### src/rtl/pipe_regfile_sb.sv
// Decode-stage register file with NUM_RD async read ports, one sync write port and a
// per-register in-flight scoreboard. Define RF_BYPASS_EN for same-cycle write-through.
module pipe_regfile_sb #(
   parameter int DATA_W = 32,
   parameter int ADDR_W = 5,
   parameter int NUM_RD = 2,
   parameter int PEND_W = 2
) (
   input  logic                     Clk,
   input  logic                     Reset_n,
   input  logic [NUM_RD*ADDR_W-1:0] RA,
   output logic [NUM_RD*DATA_W-1:0] RD,
   output logic [NUM_RD-1:0]        RPend,
   input  logic                     WE3,
   input  logic [ADDR_W-1:0]        A3,
   input  logic [DATA_W-1:0]        WD3,
   input  logic                     Retire,
   input  logic                     IssueValid,
   input  logic [ADDR_W-1:0]        IssueAddr,
   output logic                     IssueReady,
   input  logic                     Flush,
   output logic                     SbErr
);

   localparam int DEPTH = 2 ** ADDR_W;
   localparam logic [PEND_W-1:0] CNT_MAX = '1;
   localparam logic [PEND_W-1:0] CNT_ONE = PEND_W'(1);

   logic [DATA_W-1:0] r_mem [DEPTH];
   logic [PEND_W-1:0] r_cnt [DEPTH];
   logic [PEND_W-1:0] w_cntNext [DEPTH];
   logic              r_sbErr;

   logic w_ret;
   logic w_issue;
   logic w_retHitsIssue;
   logic w_err;

   assign w_ret          = WE3 && Retire && (A3 != '0);
   assign w_retHitsIssue = w_ret && (A3 == IssueAddr);
   // A retire to the saturated register frees a slot in the same cycle.
   assign IssueReady     = !((r_cnt[IssueAddr] == CNT_MAX) && !w_retHitsIssue);
   assign w_issue        = IssueValid && IssueReady && (IssueAddr != '0) && !Flush;
   assign w_err          = w_ret && (r_cnt[A3] == '0) && !Flush;
   assign SbErr          = r_sbErr;

   always_ff @(posedge Clk or negedge Reset_n) begin
      if (!Reset_n) begin
         for (int r = 0; r < DEPTH; r++) begin
            r_mem[r] <= '0;
         end
      end else if (WE3 && (A3 != '0)) begin
         r_mem[A3] <= WD3;
      end
   end

   always_comb begin
      for (int r = 0; r < DEPTH; r++) begin
         w_cntNext[r] = r_cnt[r];
         if (Flush) begin
            w_cntNext[r] = '0;
         end else if (r != 0) begin
            if (w_issue && (IssueAddr == ADDR_W'(r)) && !(w_ret && (A3 == ADDR_W'(r)))) begin
               w_cntNext[r] = r_cnt[r] + CNT_ONE;
            end else if (w_ret && (A3 == ADDR_W'(r)) &&
                         !(w_issue && (IssueAddr == ADDR_W'(r))) &&
                         (r_cnt[r] != '0)) begin
               w_cntNext[r] = r_cnt[r] - CNT_ONE;
            end
         end
      end
   end

   always_ff @(posedge Clk or negedge Reset_n) begin
      if (!Reset_n) begin
         for (int r = 0; r < DEPTH; r++) begin
            r_cnt[r] <= '0;
         end
      end else begin
         for (int r = 0; r < DEPTH; r++) begin
            r_cnt[r] <= w_cntNext[r];
         end
      end
   end

   always_ff @(posedge Clk or negedge Reset_n) begin
      if (!Reset_n) begin
         r_sbErr <= 1'b0;
      end else if (w_err) begin
         r_sbErr <= 1'b1;
      end
   end

   for (genvar p = 0; p < NUM_RD; p++) begin : g_rd
      logic [ADDR_W-1:0] w_ra;
      assign w_ra = RA[p*ADDR_W +: ADDR_W];
`ifdef RF_BYPASS_EN
      logic w_hit;
      assign w_hit = WE3 && (A3 == w_ra);
      assign RD[p*DATA_W +: DATA_W] = (w_ra == '0) ? '0 : (w_hit ? WD3 : r_mem[w_ra]);
      // Final retire forwards its data now, so the pending flag drops a cycle early.
      assign RPend[p] = (r_cnt[w_ra] != '0) &&
                        !(w_ret && (A3 == w_ra) && (r_cnt[w_ra] == CNT_ONE));
`else
      assign RD[p*DATA_W +: DATA_W] = (w_ra == '0) ? '0 : r_mem[w_ra];
      assign RPend[p] = (r_cnt[w_ra] != '0);
`endif
   end

endmodule

### config.mk
export PLATFORM = sky130hd
export DESIGN_NAME = pipe_regfile_sb
export DESIGN_NICKNAME = d
export VERILOG_FILES = /design/src/rtl/pipe_regfile_sb.sv
export SDC_FILE = /design/constraint.sdc
export NUM_CORES = 2
export LEC_CHECK = 0
export BUFFER_PORTS_ARGS = -buffer_cell sky130_fd_sc_hd__buf_2
export CAP_MARGIN = 10
export CORE_MARGIN = 1.5
export CORE_UTILIZATION = 40
export CTS_BUF_LIST = sky130_fd_sc_hd__clkbuf_4
export DETAILED_ROUTE_END_ITERATION = 12
export GPL_ROUTABILITY_DRIVEN = 0
export SYNTH_ARGS = -nofsm -noshare
export SYNTH_HDL_FRONTEND = slang
export SYNTH_SLANG_ARGS = --single-unit
### constraint.sdc
create_clock -name Clk -period 3.3 [get_ports Clk]
set_input_delay 0.33 -clock Clk [delete_from_list [all_inputs] [get_ports Clk]]
set_output_delay 0.33 -clock Clk [all_outputs]
set_load 0.005 [all_outputs]
==> impl_metrics.ini <==
[layout]
layout_commonest_cell = dfrtp_1
seq_area_mm2 = 0.0272
syn_to_final_growth_pct = 15.5
nFillCells = 12900
multiInputGateArea_mm2 = 0.0308
layout_common_cells = 1078 x dfrtp_1, 865 x mux2_2, 667 x mux4_2
fin_nets = 4508
drive_gt1_share_pct = 54.1

[timing]
final.setup.worst_slack_ns = -0.184
finalHoldViolCount = 0
period_share_pct = 106
rsz0062_at_grt = yes
worst_pin_slew_ns = 1.06
drv_slew = 0
setup_viol = 53
clock_skew_ns = 0.0461
fmax_ghz = 0.287
slew-limit-headroom_pct = 29.4
period_minus_slack_ns = 3.48
finalSetupTns_ns = -3.21

[yosys]
async_flop_share_pct = 100
synth.distinct_cells = 64
yosys_register_bits = 1087
syn-cell-area_mm2 = 0.0592
dominantRegCellSynth = dfrtp_1
syn_inst = 4113
syn-num-nets = 4171
synth-edff-count = 0
yosys_warnings = 0
postSynthAreaPerCell_um2 = 14.4
ys_seq_area_share_pct = 46.0

[setup_path]
worst-setup-path-type = flip-flop to output port
crit_required_ns = 2.97
critical-path-top-delay-family = multiplexers
path_cells = mux4_2, mux4_2, mux2i_1, buf_4, nor2_1, buf_2
cpPeakStageDelay_ns = 0.50
critPathMaxFanout = 3
endpoint_kind = output port
reg2reg_to = r_cnt[40]
cp_common_cell = mux4_2
reg2reg_slack_ns = 0.15
r2r-start = r_cnt[49]
ff2ff_path_depth = 12
arrival_ns = 3.15
start_kind = flip-flop
slowest_stage = mux4_2
path_buf_inv = 2

[route]
wirelength_um = 186000
ant_nets = 0
num_vias = 40000
routedWlPerCell_um = 28.2
drtIter0Drc = 3819
drc = 0
firstDrtPassIters = 6
via_per_inst = 6.09

[clock_tree]
cts_buffer_depth = 4
cts-buffers-inserted = 317
path_clk_slew_ns = 0.07
htree_levels = 5
clock-sinks = 1087
root_buffer = clkbuf_4
insertion_delay_ns = 1.23
cts_tree = done

[grt]
grt.overflow.total = 0
antenna_found_initial = 12
grt_pass1_wl_um = 278000
track_usage_pct = 24.9
grt_pass1_vias = 41500
grt_max_degree = 137

[power]
p_leak_uw = 0.0297
powerDensity_mw_per_mm2 = 552
ir_drop_uv = 262

[die]
core_region_area_mm2 = 0.146
pin_count = 126
rows = 140
die-area_mm2 = 0.150
dieHeight_um = 388
start_util_pct = 40.4
die_w_um = 388

[placement]
dp.final_hpwl_um = 108000
port_buffers = 125
place_ws_ns = 0.0289

[hold_path]
hp-class = input pin to asynchronous set/reset pin

[run_status]
status = complete, but fails checks
failed_checks = negative setup slack

[job]
drv_cap = 0
-- how the worst max path moves through the flow --
stage                           from     end  cells past startpoint
final                     r_mem[227]  RD[35]                      6
after global routing      r_mem[131]  RD[35]                      6
after CTS                 r_mem[131]  RD[35]                      6
after detailed placement       RA[0]   RD[3]                      8
after global placement         RA[0]   RD[3]                      8
after floorplan                RA[0]  RD[27]                      7
-- where the power goes --
group	leakage (uW)	switching, uW	internal (uW)
registers	0.0140	1700	15700
logic	0.0134	3100	5040
clock network	0.00223	5870	6310
-- synthesized netlist by cell type, types with 3 or more instances --
cell       instances  area, um2
dfrtp_1         1087      27200
mux2_2           865       9740
mux4_2           667      15000
nand2_1          443       1660
clkbuf_1         330       1240
nor2_1           161        604
mux2i_1           71        711
buf_1             58        218
a21oi_1           52        260
o21ai_0           47        235
buf_2             46        230
a211oi_1          32        240
nand3_1           26        130
nor3_1            25        125
and2_1            20        125
nor4_1            15       93.8
nor2b_1           13       81.3
nor3b_1           12       90.1
o21a_1            11       82.6
or2_2             10       62.6
nand2b_1           9       56.3
nand3b_1           8       60.1
a311oi_1           7       61.3
xnor2_1            7       61.3
nand4_1            6       37.5
o211ai_1           6       45.0
and3_1             5       31.3
buf_6              5       56.3
inv_1              5       18.8
nor4b_1            5       43.8
or4_1              5       37.5
a21o_1             4       30.0
or3_1              4       25.0
a2111oi_0          3       26.3
a221oi_1           3       26.3
nand4b_1           3       26.3
o31a_1             3       26.3
xor2_1             3       26.3
-- metrics by stage --
step | total power (uW) | hold WS (ns) | util [%] | std cells | instance area (um2)
finish | 37700 | 0.109 | 46.7 | 6576 | 68300
global route | 39700 | 0.0444 | 46.7 | 6573 | 68300
detailed placement | 25500 | 0.211 | 43.2 | 5929 | 63200
global placement | 25300 | 0.211 | 43.2 | 5929 | 63200
CTS | 38100 | 0.000354 | 46.6 | 6554 | 68200
floorplan | 22900 | 0.0344 | - | 4113 | 59200
-- logic make-up (layout without fill, tap and decap cells) --
kind of cell,count (synthesis),after routing,synth area share (%)
other,0,9,0
buffers and inverters,445,982,2.99
AO/OA/AOI/OAI,183,183,1.98
flip-flops,1087,1087,46.0
XOR/XNOR,10,10,0.148
multiplexers,1607,1607,43.2
AND/OR/NAND/NOR,781,781,5.73
-- what timing repair did --
item | in CTS | in global routing
pin swaps | 7 | 11
endpoints found under the hold margin | 2142 | 0
endpoints found under the setup margin | 67 | 68
hold buffers | 63 | 0
setup buffers | 45 | 13
gates resized for setup | 77 | 19
-- registers in the layout, summed over array words and instances, names as in the netlist --
name,flops
r_mem,1024
r_cnt,62
SbErr,1
-- area by class of cell --
class	count	area share, %
clock inverter	74	0.500
antenna	9	0.0330
timing repair buffer	458	6.10
multi-input combinational	2581	45.1
clock buffer	445	4.89
sequential	1087	39.8
inverter	5	0.0275
tap	1917	3.51
-- worst min-delay path, delay by kind of cell --
| kind | cells | cell delay [ns] |
|---|---|---|
| buffers and inverters | 4 | 1.38 |
-- per-layer routing --
metal / global-route usage [%] / wire length (um) / vias to the layer above
li1: - / - / 16500
met1: 34.1 / 78500 / 21600
met3: 4.65 / 12200 / 389
met4: 8.58 / 5590 / 6
met2: 39.9 / 89300 / 1544
met5: 0 / 42 / -
(Power assumes the default switching activity.)
